$ cat src/rtl/gray_to_rgb_stream.sv
`default_nettype none
// ============================================================================
//  Module      : gray_to_rgb_stream
//  Description : Streaming single-channel to RGB converter over a fixed
//                IMG_W x IMG_H raster. One output register stage with
//                valid/ready on both sides, frame/line markers, a per-frame
//                colour mode and a completed-frame counter.
//  Revision    : 1.0 - initial release
// ============================================================================
module gray_to_rgb_stream #(
    parameter int PIX_W  = 8,
    parameter int IMG_W  = 256,
    parameter int IMG_H  = 256,
    parameter int FCNT_W = 16
) (
    input  logic                 clk,
    input  logic                 rst,
    input  logic                 in_valid,
    output logic                 in_ready,
    input  logic [PIX_W-1:0]     in_pixel,
    input  logic [1:0]           mode,
    input  logic [PIX_W-1:0]     threshold,
    input  logic [3*PIX_W-1:0]   fg_rgb,
    input  logic [3*PIX_W-1:0]   bg_rgb,
    output logic                 out_valid,
    input  logic                 out_ready,
    output logic [PIX_W-1:0]     out_r,
    output logic [PIX_W-1:0]     out_g,
    output logic [PIX_W-1:0]     out_b,
    output logic                 out_sof,
    output logic                 out_eol,
    output logic                 out_eof,
    output logic                 frame_done,
    output logic [FCNT_W-1:0]    frame_count
);

    // Counter widths; a single-line raster still needs a 1-bit row register.
    localparam int c_COL_W = $clog2(IMG_W);
    localparam int c_ROW_W = (IMG_H > 1) ? $clog2(IMG_H) : 1;

    localparam logic [c_COL_W-1:0] c_COL_LAST = c_COL_W'(IMG_W - 1);
    localparam logic [c_ROW_W-1:0] c_ROW_LAST = c_ROW_W'(IMG_H - 1);
    localparam logic [c_COL_W-1:0] c_COL_ONE  = c_COL_W'(1);
    localparam logic [c_ROW_W-1:0] c_ROW_ONE  = c_ROW_W'(1);
    localparam logic [FCNT_W-1:0]  c_FCNT_ONE = FCNT_W'(1);

    localparam logic [1:0] c_MODE_GREY     = 2'd0;
    localparam logic [1:0] c_MODE_INV      = 2'd1;
    localparam logic [1:0] c_MODE_THR      = 2'd2;
    localparam logic [1:0] c_MODE_THR_INV  = 2'd3;

    logic [c_COL_W-1:0]  r_col;
    logic [c_ROW_W-1:0]  r_row;
    logic [1:0]          r_mode;

    logic                r_out_valid;
    logic [PIX_W-1:0]    r_out_r;
    logic [PIX_W-1:0]    r_out_g;
    logic [PIX_W-1:0]    r_out_b;
    logic                r_out_sof;
    logic                r_out_eol;
    logic                r_out_eof;
    logic                r_frame_done;
    logic [FCNT_W-1:0]   r_frame_count;

    logic                w_in_ready;
    logic                w_in_fire;
    logic                w_out_fire;
    logic                w_first;
    logic                w_col_last;
    logic                w_row_last;
    logic [1:0]          w_mode_eff;
    logic                w_hit;
    logic [3*PIX_W-1:0]  w_rgb;

    // The output register can take a new pixel when empty or being drained.
    assign w_in_ready = ~rst & (~r_out_valid | out_ready);
    assign w_in_fire  = in_valid & w_in_ready;
    assign w_out_fire = r_out_valid & out_ready;

    assign w_first    = (r_col == '0) && (r_row == '0);
    assign w_col_last = (r_col == c_COL_LAST);
    assign w_row_last = (r_row == c_ROW_LAST);

    // Pixel (0,0) uses the live mode input, since the latch updates on the
    // same edge that this pixel is accepted.
    assign w_mode_eff = w_first ? mode : r_mode;
    assign w_hit      = (in_pixel >= threshold);

    // Colour mapping for the pixel currently offered on the input.
    always_comb begin
        w_rgb = {3{in_pixel}};
        case (w_mode_eff)
            c_MODE_GREY:    w_rgb = {3{in_pixel}};
            c_MODE_INV:     w_rgb = {3{~in_pixel}};
            c_MODE_THR:     w_rgb = w_hit ? fg_rgb : bg_rgb;
            c_MODE_THR_INV: w_rgb = w_hit ? bg_rgb : fg_rgb;
            default:        w_rgb = {3{in_pixel}};
        endcase
    end

    // Raster position of the next pixel to be accepted.
    always_ff @(posedge clk or posedge rst) begin
        if (rst) begin
            r_col <= '0;
            r_row <= '0;
        end else if (w_in_fire) begin
            if (w_col_last) begin
                r_col <= '0;
                r_row <= w_row_last ? '0 : (r_row + c_ROW_ONE);
            end else begin
                r_col <= r_col + c_COL_ONE;
            end
        end
    end

    // Frame mode is captured only when the first pixel of a frame is accepted.
    always_ff @(posedge clk or posedge rst) begin
        if (rst) begin
            r_mode <= '0;
        end else if (w_in_fire && w_first) begin
            r_mode <= mode;
        end
    end

    // Single output register stage; holds while the sink stalls.
    always_ff @(posedge clk or posedge rst) begin
        if (rst) begin
            r_out_valid <= 1'b0;
            r_out_r     <= '0;
            r_out_g     <= '0;
            r_out_b     <= '0;
            r_out_sof   <= 1'b0;
            r_out_eol   <= 1'b0;
            r_out_eof   <= 1'b0;
        end else if (w_in_fire) begin
            r_out_valid <= 1'b1;
            r_out_r     <= w_rgb[3*PIX_W-1:2*PIX_W];
            r_out_g     <= w_rgb[2*PIX_W-1:PIX_W];
            r_out_b     <= w_rgb[PIX_W-1:0];
            r_out_sof   <= w_first;
            r_out_eol   <= w_col_last;
            r_out_eof   <= w_col_last & w_row_last;
        end else if (out_ready) begin
            r_out_valid <= 1'b0;
        end
    end

    // Completed-frame pulse and counter, keyed on the end-of-frame beat leaving.
    always_ff @(posedge clk or posedge rst) begin
        if (rst) begin
            r_frame_done  <= 1'b0;
            r_frame_count <= '0;
        end else begin
            r_frame_done <= w_out_fire & r_out_eof;
            if (w_out_fire && r_out_eof) begin
                r_frame_count <= r_frame_count + c_FCNT_ONE;
            end
        end
    end

    assign in_ready    = w_in_ready;
    assign out_valid   = r_out_valid;
    assign out_r       = r_out_r;
    assign out_g       = r_out_g;
    assign out_b       = r_out_b;
    assign out_sof     = r_out_sof;
    assign out_eol     = r_out_eol;
    assign out_eof     = r_out_eof;
    assign frame_done  = r_frame_done;
    assign frame_count = r_frame_count;

endmodule
`default_nettype wire

$ cat config.mk
export PLATFORM = sky130hd
export DESIGN_NAME = gray_to_rgb_stream
export DESIGN_NICKNAME = d
export VERILOG_FILES = /design/src/rtl/gray_to_rgb_stream.sv
export SDC_FILE = /design/constraint.sdc
export NUM_CORES = 1
export LEC_CHECK = 0
export CAP_MARGIN = 20
export CORE_UTILIZATION = 42
export CTS_CLUSTER_DIAMETER = 50
export DETAILED_ROUTE_END_ITERATION = 6
export PLACE_DENSITY = 0.77
export RECOVER_POWER = 25
export SYNTH_ARGS = -nofsm -noshare
export SYNTH_HDL_FRONTEND = slang
export SYNTH_SLANG_ARGS = --single-unit
$ cat constraint.sdc
create_clock -name clk -period 2.1 [get_ports clk]
set_input_delay 0.21 -clock clk [delete_from_list [all_inputs] [get_ports clk]]
set_output_delay 0.21 -clock clk [all_outputs]
set_load 0.02 [all_outputs]
Word-level counts from Yosys, hierarchy flattened
Cells that the tools add are included.
{"block": "word_totals", "regBits": 63, "latchBits": 0, "mem_bits_rw": 0, "romBits": 0, "in_bits": 70, "out_inout_bits": 46, "mem_count": 0}
{"block": "op_classes", "add_sub_neg": 3, "mul": 0, "div": 0, "magnitude_cmp": 1, "n_eq_ne": 5, "shifts": 0, "n_mux": 8, "bitwise_logic": 9, "n_reduce_logical": 8}
{"op": "24-bit case mux with 4 select lines", "n": 1}
{"op": "24-bit two-way mux", "n": 2}
{"op": "16-bit by 1-bit adder with 16-bit output, second input constant", "n": 1}
{"op": "8-bit by 1-bit adder with 8-bit output, second input constant", "n": 2}
{"op": "8-bit == test, second input constant", "n": 2}
{"op": "8-bit logical NOT", "n": 2}
{"op": "8-bit two-way mux", "n": 2}
{"op": "8-bit >= comparator", "n": 1}
{"op": "8-bit inverter", "n": 1}
{"op": "1-bit AND", "n": 5}
{"op": "2-bit == test, second input constant", "n": 2}
{"op": "1-bit logical AND", "n": 3}
{"op": "2-bit by 1-bit == test with 1-bit output, second input constant", "n": 1}
{"op": "2-bit logical NOT", "n": 1}
{"op": "1-bit two-way mux", "n": 2}
{"op": "2-bit two-way mux", "n": 1}
{"op": "1-bit inverter", "n": 2}
{"op": "2-bit AND reduction", "n": 1}
{"op": "2-bit nonzero test", "n": 1}
{"op": "1-bit OR", "n": 1}

Longest topological paths before layout
Gate-level depths: netlist of run 1.
{"block": "logic_depth", "ltp_word": 5, "ltp_mapped": 10, "depth_no_buf": 8}

Least setup slack after synthesis of run 1
Ideal clock, no wire load.
{"block": "synth_path", "path_type": "input-to-reg", "from": "in rst", "to": "reg r_row[6]", "setup_time_ns": 0.125, "t_arrival_ns": 2.725, "setup_slack_ns": -0.750, "path_stages": 7, "path_buffers": 2, "path_cell_list": "inv_1 -> and3_1 -> and4_1 -> clkbuf_1 -> buf_2 -> nand3_1 -> xnor2_1"}
{"block": "synth_between", "elab_chain_len": 4}
{"item": "start, declared", "line": "17", "source": "input logic rst,"}
{"item": "1-bit inverter", "line": "77", "source": "assign w_in_ready = ~rst & (~r_out_valid | out_ready);"}
{"item": "1-bit AND", "line": "77"}
{"item": "1-bit AND", "line": "78", "source": "assign w_in_fire = in_valid & w_in_ready;"}
{"item": "2-bit AND reduction (no line)"}
{"item": "end signal, assigned", "line": "110", "source": "r_row <= w_row_last ? '0 : (r_row + c_ROW_ONE);"}
{"item": "end, declared", "line": "53", "source": "logic [c_ROW_W-1:0] r_row;"}
Every way passes these cells.
A chain may end at the register's enable or synchronous reset.

Worst setup path after layout of run 1
{"block": "layout_path", "from": "reg r_col[0]", "to": "reg r_out_r[1] (netlist: out_r[1])"}
{"block": "layout_between", "elab_chain_len": 5}
{"item": "start, declared", "line": "52", "source": "logic [c_COL_W-1:0] r_col;"}
{"item": "start signal, assigned", "line": "112", "source": "r_col <= r_col + c_COL_ONE;"}
{"item": "8-bit logical NOT (*)", "line": "81", "source": "assign w_first = (r_col == '0) && (r_row == '0);"}
{"item": "1-bit logical AND (*)", "line": "81"}
{"item": "2-bit two-way mux (*)", "line": "87", "source": "assign w_mode_eff = w_first ? mode : r_mode;"}
{"item": "2-bit == test (tied with other cells)", "line": "93", "source": "case (w_mode_eff)"}
{"item": "24-bit case mux with 4 select lines (*)", "line": "93"}
{"item": "end signal, assigned", "line": "138", "source": "r_out_r <= w_rgb[3*PIX_W-1:2*PIX_W];"}
{"item": "end, declared", "line": "57", "source": "logic [PIX_W-1:0] r_out_r;"}
Every way passes the cells marked *; elsewhere a longest branch is shown, timed or not.

==> results.yml, run 1 <==
timing:
  clock_skew_ns: 0.0122
  rsz0062_at_grt: "yes"
  tns_ns: -1.56
  worst_pin_slew_ns: 1.40
  slew_headroom_pct: 6.44
  fin_ws_ns: -0.0941
  maxSlewViolCount: 0
  hold_viol_final: 0
  holdWs_ns: 0.407
  finalSetupViolCount: 24
  max_freq_ghz: 0.456
  finalCriticalPeriod_ns: 2.19
  fin_crit_sh_pct: 104
status:
  status: "finished, violations left"
  violations: "setup timing"
cells_and_area:
  finalNetCount: 635
  drive_above_1_share_pct: 24.1
  diodes: 0
  fillCellCount: 570
  mostFrequentLayoutCells: "clkdlybuf4s50_1 (114), dfrtp_1 (63), buf_4 (52)"
  register_area_mm2: 0.00158
  multi_input_area_mm2: 0.00206
  area_delta_synth_final_pct: 64.5
  layout_commonest_cell: "clkdlybuf4s50_1"
worst_setup_path:
  r2r_slack_ns: -0.09
  crit_path_cell_trace: "inv_2 > ha_4 > nor4b_4 > and4_4 > buf_6 > a32oi_4 > buf_6 > a22oi_2 > a31oi_1 > a21oi_1"
  cp_max_fo: 5
  cpPeakStageDelay_ns: 0.41
  reg2reg_depth: 10
  r2r-end: "out_r[1]"
  cpMostUsedCell: "buf_6"
  critPathKind: "reg2reg"
  start_kind: "flop"
  cp.buffers_inverters: 3
  r2r_start: "r_col[0]"
  end_kind: "flop"
  critPathArrivalTime_ns: 2.46
  worstPathRequired_ns: 2.37
  crit_family: "compound AO/OA/AOI/OAI gates"
  cpMaxStageDelayCell: "dfrtp_1"
die:
  io_pins: 116
  start_util_pct: 44.3
  die-height_um: 93.5
  die_area_mm2: 0.00874
  die_x_um: 93.5
  design.core.area_mm2: 0.00793
  placementRows: 32
detailed_routing:
  vias_per_cell: 5.54
  wl_um: 11000
  drc_errors: 0
  dr_total_vias: 3652
  wire_per_inst_um: 16.8
  drt_pass1_iterations: 4
  drt.antenna.violating_nets: 0
  drt-initial-drc-count: 155
yosys:
  synthCells: 377
  yosys.area_share.simple_pct: 21.1
  synth-compound-area-share_pct: 17.6
  synth_top_family_by_area: "simple AND/OR/NAND/NOR gates"
  synth_fp_nets: 460
  muxShareOfSynthArea_pct: 1.32
  synthAdderAreaFrac_pct: 4.63
  synth.cell_area_mm2: 0.00351
  yosysSeqAreaShare_pct: 44.9
  synth_xor_area_share_pct: 5.98
  ys_warn_count: 0
  syn_area_per_cell_um2: 9.32
  ys_ff_latch: 63
  ys_types: 40
cts:
  htreeDepth: 3
  cts_tree: "done"
  cts_max_path_buffers: 2
  numCtsBuffers: 9
  cts_sinks: 63
  clock_latency_ns: 0.35
  root_buffer: "clkbuf_8"
  cts.clk_slew.worst_paths_ns: 0.08
global_route:
  grt_pass1_wl_um: 17300
  grt_max_degree: 56
  first_global_vias: 3632
  grt_usage_pct: 25.6
  overflow: 0
  antenna_found_initial: 0
placement:
  place_worst_setup_slack_ns: -0.418
  place_congestion: 0.831
  post-dp-hpwl_um: 7470
  port_buffers: 115
worst_hold_path:
  min_path_type: "in2async"
pwr:
  power_frac_comb_pct: 30.7
  switching_power_mw: 1.23
  p_leak_nw: 2.51
  p_int_mw: 2.65
  clock_power_share_pct: 31.8
  swShare_pct: 31.6
  ir_drop_v: 0.000413
  powerDensity_mw_per_mm2: 670
  seqPwrFrac_pct: 37.5
job:
  maxCapViolations: 0
per-layer routing:
metal | share of wire, % | track usage (%)
met2 | 52 | 44.5
met5 | 0 | 0
met4 | 2.9 | 10.4
met1 | 40 | 31.2
met3 | 5.7 | 4.39
area by class of cell:
cell class              instances  area share (%)
clock buffers                   9            2.14
clock inverters                 7            1.80
inverters                      21            1.39
multi-input cells             276            35.7
flip-flops and latches         63            27.3
well taps                     102            2.21
repair buffers                181            29.5
cells by family (layout without fill, tap and decap cells):
logic type	Yosys count	in the layout
compound gates	94	94
xor+xnor	24	24
fa+ha+maj	13	13
buf+inv	38	218
flops	63	63
mux	4	4
simple gates	141	141
per-stage QoR:
stage	util (%)	power, mW	std cells	instance area (um2)
6_report	72.9	3.87	659	5780
5_1_grt	72.9	4.05	659	5780
4_1_cts	69.9	3.83	653	5550
3_5_place_dp	65.2	2.54	629	5170
3_3_place_gp	65.2	2.51	629	5170
2_1_floorplan	-	1.97	377	3590
tightest hold or removal path: cells and delay by family:
family	cells	cell delay, ns
buffers and inverters	3	0.87
power groups by stage:
stage | clock network (mW) | registers (mW) | logic [mW]
5_1_grt | 1.30 | 1.47 | 1.27
6_report | 1.23 | 1.45 | 1.19
4_1_cts | 1.25 | 1.45 | 1.13
3_5_place_dp | 0 | 1.46 | 1.08
3_3_place_gp | 0 | 1.46 | 1.05
2_1_floorplan | 0 | 1.60 | 0.372
worst max-delay path by stage:
stage	slack (ns)	endpoint	cells past startpoint	startpoint
after floorplan	-0.16	r_row[5]	7	rst
after global placement	-0.31	out_b[0]	10	threshold[2]
after detailed placement	-0.42	out_b[0]	9	threshold[2]
after CTS	-0.08	out_b[0]	9	r_col[0]
after global routing	-0.23	out_b[5]	10	r_col[0]
final	-0.09	out_r[1]	10	r_col[0]
cells in the mapped netlist:
master / n / area share [%]
nor4_4: 2 / 1.2
o21ai_1: 5 / 0.71
a32oi_1: 2 / 0.50
clkbuf_1: 6 / 0.64
o31ai_1: 1 / 0.21
nand2_1: 20 / 2.1
nand2_2: 1 / 0.18
inv_1: 21 / 2.2
a21oi_1: 29 / 4.1
mux2i_1: 2 / 0.57
dfrtp_1: 63 / 45
nor4b_4: 1 / 0.68
and2_1: 12 / 2.1
nand3_1: 33 / 4.7
mux2_2: 1 / 0.32
ha_1: 13 / 4.6
and4_1: 2 / 0.50
nor3_1: 5 / 0.71
a21o_1: 4 / 0.85
a41oi_2: 1 / 0.46
nor2b_1: 2 / 0.36
a31o_2: 1 / 0.25
a41oi_1: 1 / 0.25
a31oi_1: 22 / 3.9
buf_4: 1 / 0.21
o211ai_1: 1 / 0.21
mux2_4: 1 / 0.43
buf_2: 10 / 1.4
xor2_1: 10 / 2.5
and3_1: 9 / 1.6
o32a_1: 3 / 0.85
a22oi_1: 7 / 1.5
nor3_2: 1 / 0.28
xnor2_1: 14 / 3.5
or3_1: 2 / 0.36
a32oi_4: 2 / 1.6
o21ai_0: 15 / 2.1
nor2_1: 39 / 4.2
nand2b_1: 2 / 0.36
nand4_1: 10 / 1.8
state kept, by name, indices dropped and copies added (netlist names):
register / flops
out_valid: 1
frame_done: 1
out_eof: 1
out_b: 8
r_mode: 2
r_col: 8
out_r: 8
r_row: 8
out_g: 8
frame_count: 16
out_eol: 1
out_sof: 1
timing repair:
item,4_1_cts,5_1_grt
buffers inserted,8,2
endpoints found under the setup margin,24,24
endpoints found under the hold margin,0,0
hold buffers,0,0
pin swaps,15,14
cloned,0,4
gates resized for setup,22,39
(Power assumes the default switching activity.)
==> run 2: changes to the inputs <==
--- a/config.mk
+++ b/config.mk
@@ -6,10 +6,10 @@
 export NUM_CORES = 1
 export LEC_CHECK = 0
 export CAP_MARGIN = 20
-export CORE_UTILIZATION = 42
+export CORE_UTILIZATION = 40
 export CTS_CLUSTER_DIAMETER = 50
 export DETAILED_ROUTE_END_ITERATION = 6
-export PLACE_DENSITY = 0.77
+export PLACE_DENSITY = 0.74
 export RECOVER_POWER = 25
 export SYNTH_ARGS = -nofsm -noshare
 export SYNTH_HDL_FRONTEND = slang
==> run 2 against run 1 <==
Against the previous run:
- the run still ends with setup timing left
- design area increased by 4.6%
- hold slack got worse by 0.15 ns
- combinational power up 33%
- clock power down 14%
- wire length up 7.2%
- sequential power hardly changed
- critical path type unchanged
- critical endpoint is now out_g[2]
- largest power group is now combinational logic
==> results.yml, run 2 (synthesis results as in run 1) <==
cells_and_area:
  diodes: 0
  finalNetCount: 644
  mostFrequentLayoutCells: "clkdlybuf4s50_1 (114), dfrtp_1 (63), buf_4 (54)"
  area_delta_synth_final_pct: 72.1
  fin_util_pct: 72.5
  layout_commonest_cell: "clkdlybuf4s50_1"
  largest_reg_flops: 16
  drive_above_1_share_pct: 28.4
timing:
  hold_viol_final: 0
  fin_crit_sh_pct: 109
  worst_pin_slew_ns: 1.10
  max_freq_ghz: 0.435
  tns_ns: -3.49
  rsz0062_at_grt: "yes"
  maxSlewViolCount: 0
  finalCriticalPeriod_ns: 2.30
  fin_ws_ns: -0.197
  finalSetupViolCount: 24
  holdWs_ns: 0.258
  slew_headroom_pct: 26.9
  clock_skew_ns: 0.0115
status:
  violations: "setup timing"
  status: "finished, violations left"
detailed_routing:
  drc_errors: 0
  vias_per_cell: 5.54
  drt-initial-drc-count: 137
  wl_um: 11800
  wire_per_inst_um: 17.6
  dr_total_vias: 3716
  drt.antenna.violating_nets: 0
  drt_pass1_iterations: 5
worst_setup_path:
  critPathKind: "reg2reg"
  cp_max_fo: 21
  critPathArrivalTime_ns: 2.51
  worstPathRequired_ns: 2.31
  start_kind: "flop"
  end_kind: "flop"
placement:
  port_buffers: 115
  post-dp-hpwl_um: 7370
  place_congestion: 0.805
job:
  maxCapViolations: 0
die:
  start_util_pct: 42.1
  placementRows: 33
  die_x_um: 95.7
  die-height_um: 95.7
  die_area_mm2: 0.00917
  io_pins: 116
  design.core.area_mm2: 0.00834
cts:
  root_buffer: "clkbuf_8"
  cts.clk_slew.worst_paths_ns: 0.08
  clock_latency_ns: 0.33
  htreeDepth: 3
  cts_max_path_buffers: 2
  cts_tree: "done"
  numCtsBuffers: 9
  cts_sinks: 63
pwr:
  p_leak_nw: 2.62
  ir_drop_v: 0.000556
  powerDensity_mw_per_mm2: 678
global_route:
  overflow: 0
  grt_pass1_wl_um: 17300
  grt_usage_pct: 25.0
  antenna_found_initial: 0
  first_global_vias: 3616
  grt_max_degree: 45
worst_hold_path:
  min_path_type: "in2async"
## run 2: path summary, 6_finish.rpt
kind	from	to	cells past startpoint	slack [ns]
max in group asynchronous	rst	frame_count[8]	3	0.54
min in group clk	bg_rgb[13]	out_g[5]	3	0.44
min reg2reg	frame_count[15]	frame_count[15]	1	0.47
max reg2reg	r_col[0]	out_g[2]	10	-0.20
max	r_col[0]	out_g[2]	10	-0.20
min	rst	frame_done	2	0.26
## run 2: area by class of cell
class,instances,area (um2)
clock buffers,11,141
clock inverters,5,56.3
fillers,590,2290
inverters,21,80.1
multi-input cells,276,2150
flip-flops and latches,63,1580
well taps,105,131
repair buffers,190,1920
## run 2: per-stage QoR
step | cells | power, mW | setup slack, ns | cell area [um2]
after floorplan | 377 | 1.97 | -0.158 | 3590
after global placement | 624 | 2.53 | -0.302 | 5160
after detailed placement | 624 | 2.56 | -0.371 | 5160
after CTS | 664 | 3.94 | -0.0947 | 5720
after global routing | 671 | 4.28 | -0.272 | 6050
final | 671 | 4.10 | -0.197 | 6050
## run 2: metal layers
layer  track usage [%]  up-vias  wire, um
li1                  -     1726         -
met2              44.8      147      6280
met4              10.4        0       364
met5                 0        -         0
met3              4.11       30       591
met1              29.7     1813      4600
## run 2: repair_timing
item                                    CTS  global route
endpoints found under the setup margin   24            25
pin swaps                                13            18
resized for setup                        28            51
gates cloned                              3             1
hold buffers                              0             0
setup buffers                            21            11
endpoints found under the hold margin     0             0
## run 2: worst max-delay path, stage by stage, from the launching register on
cell and delay [ns]:
dfrtp_1 0.39, inv_2 0.10, ha_4 0.14, nor4b_4 0.28, buf_4 0.18, a41oi_4 0.15
a32oi_4 0.23, nand3_2 0.13, buf_12 0.20, a31oi_1 0.28, a21oi_2 0.09
## run 2: where the power goes
part / internal, mW / switching (mW) / leakage, nW
clock: 0.581 / 0.480 / 0.0997
sequential: 1.35 / 0.106 / 0.770
combinational: 0.862 / 0.716 / 1.75
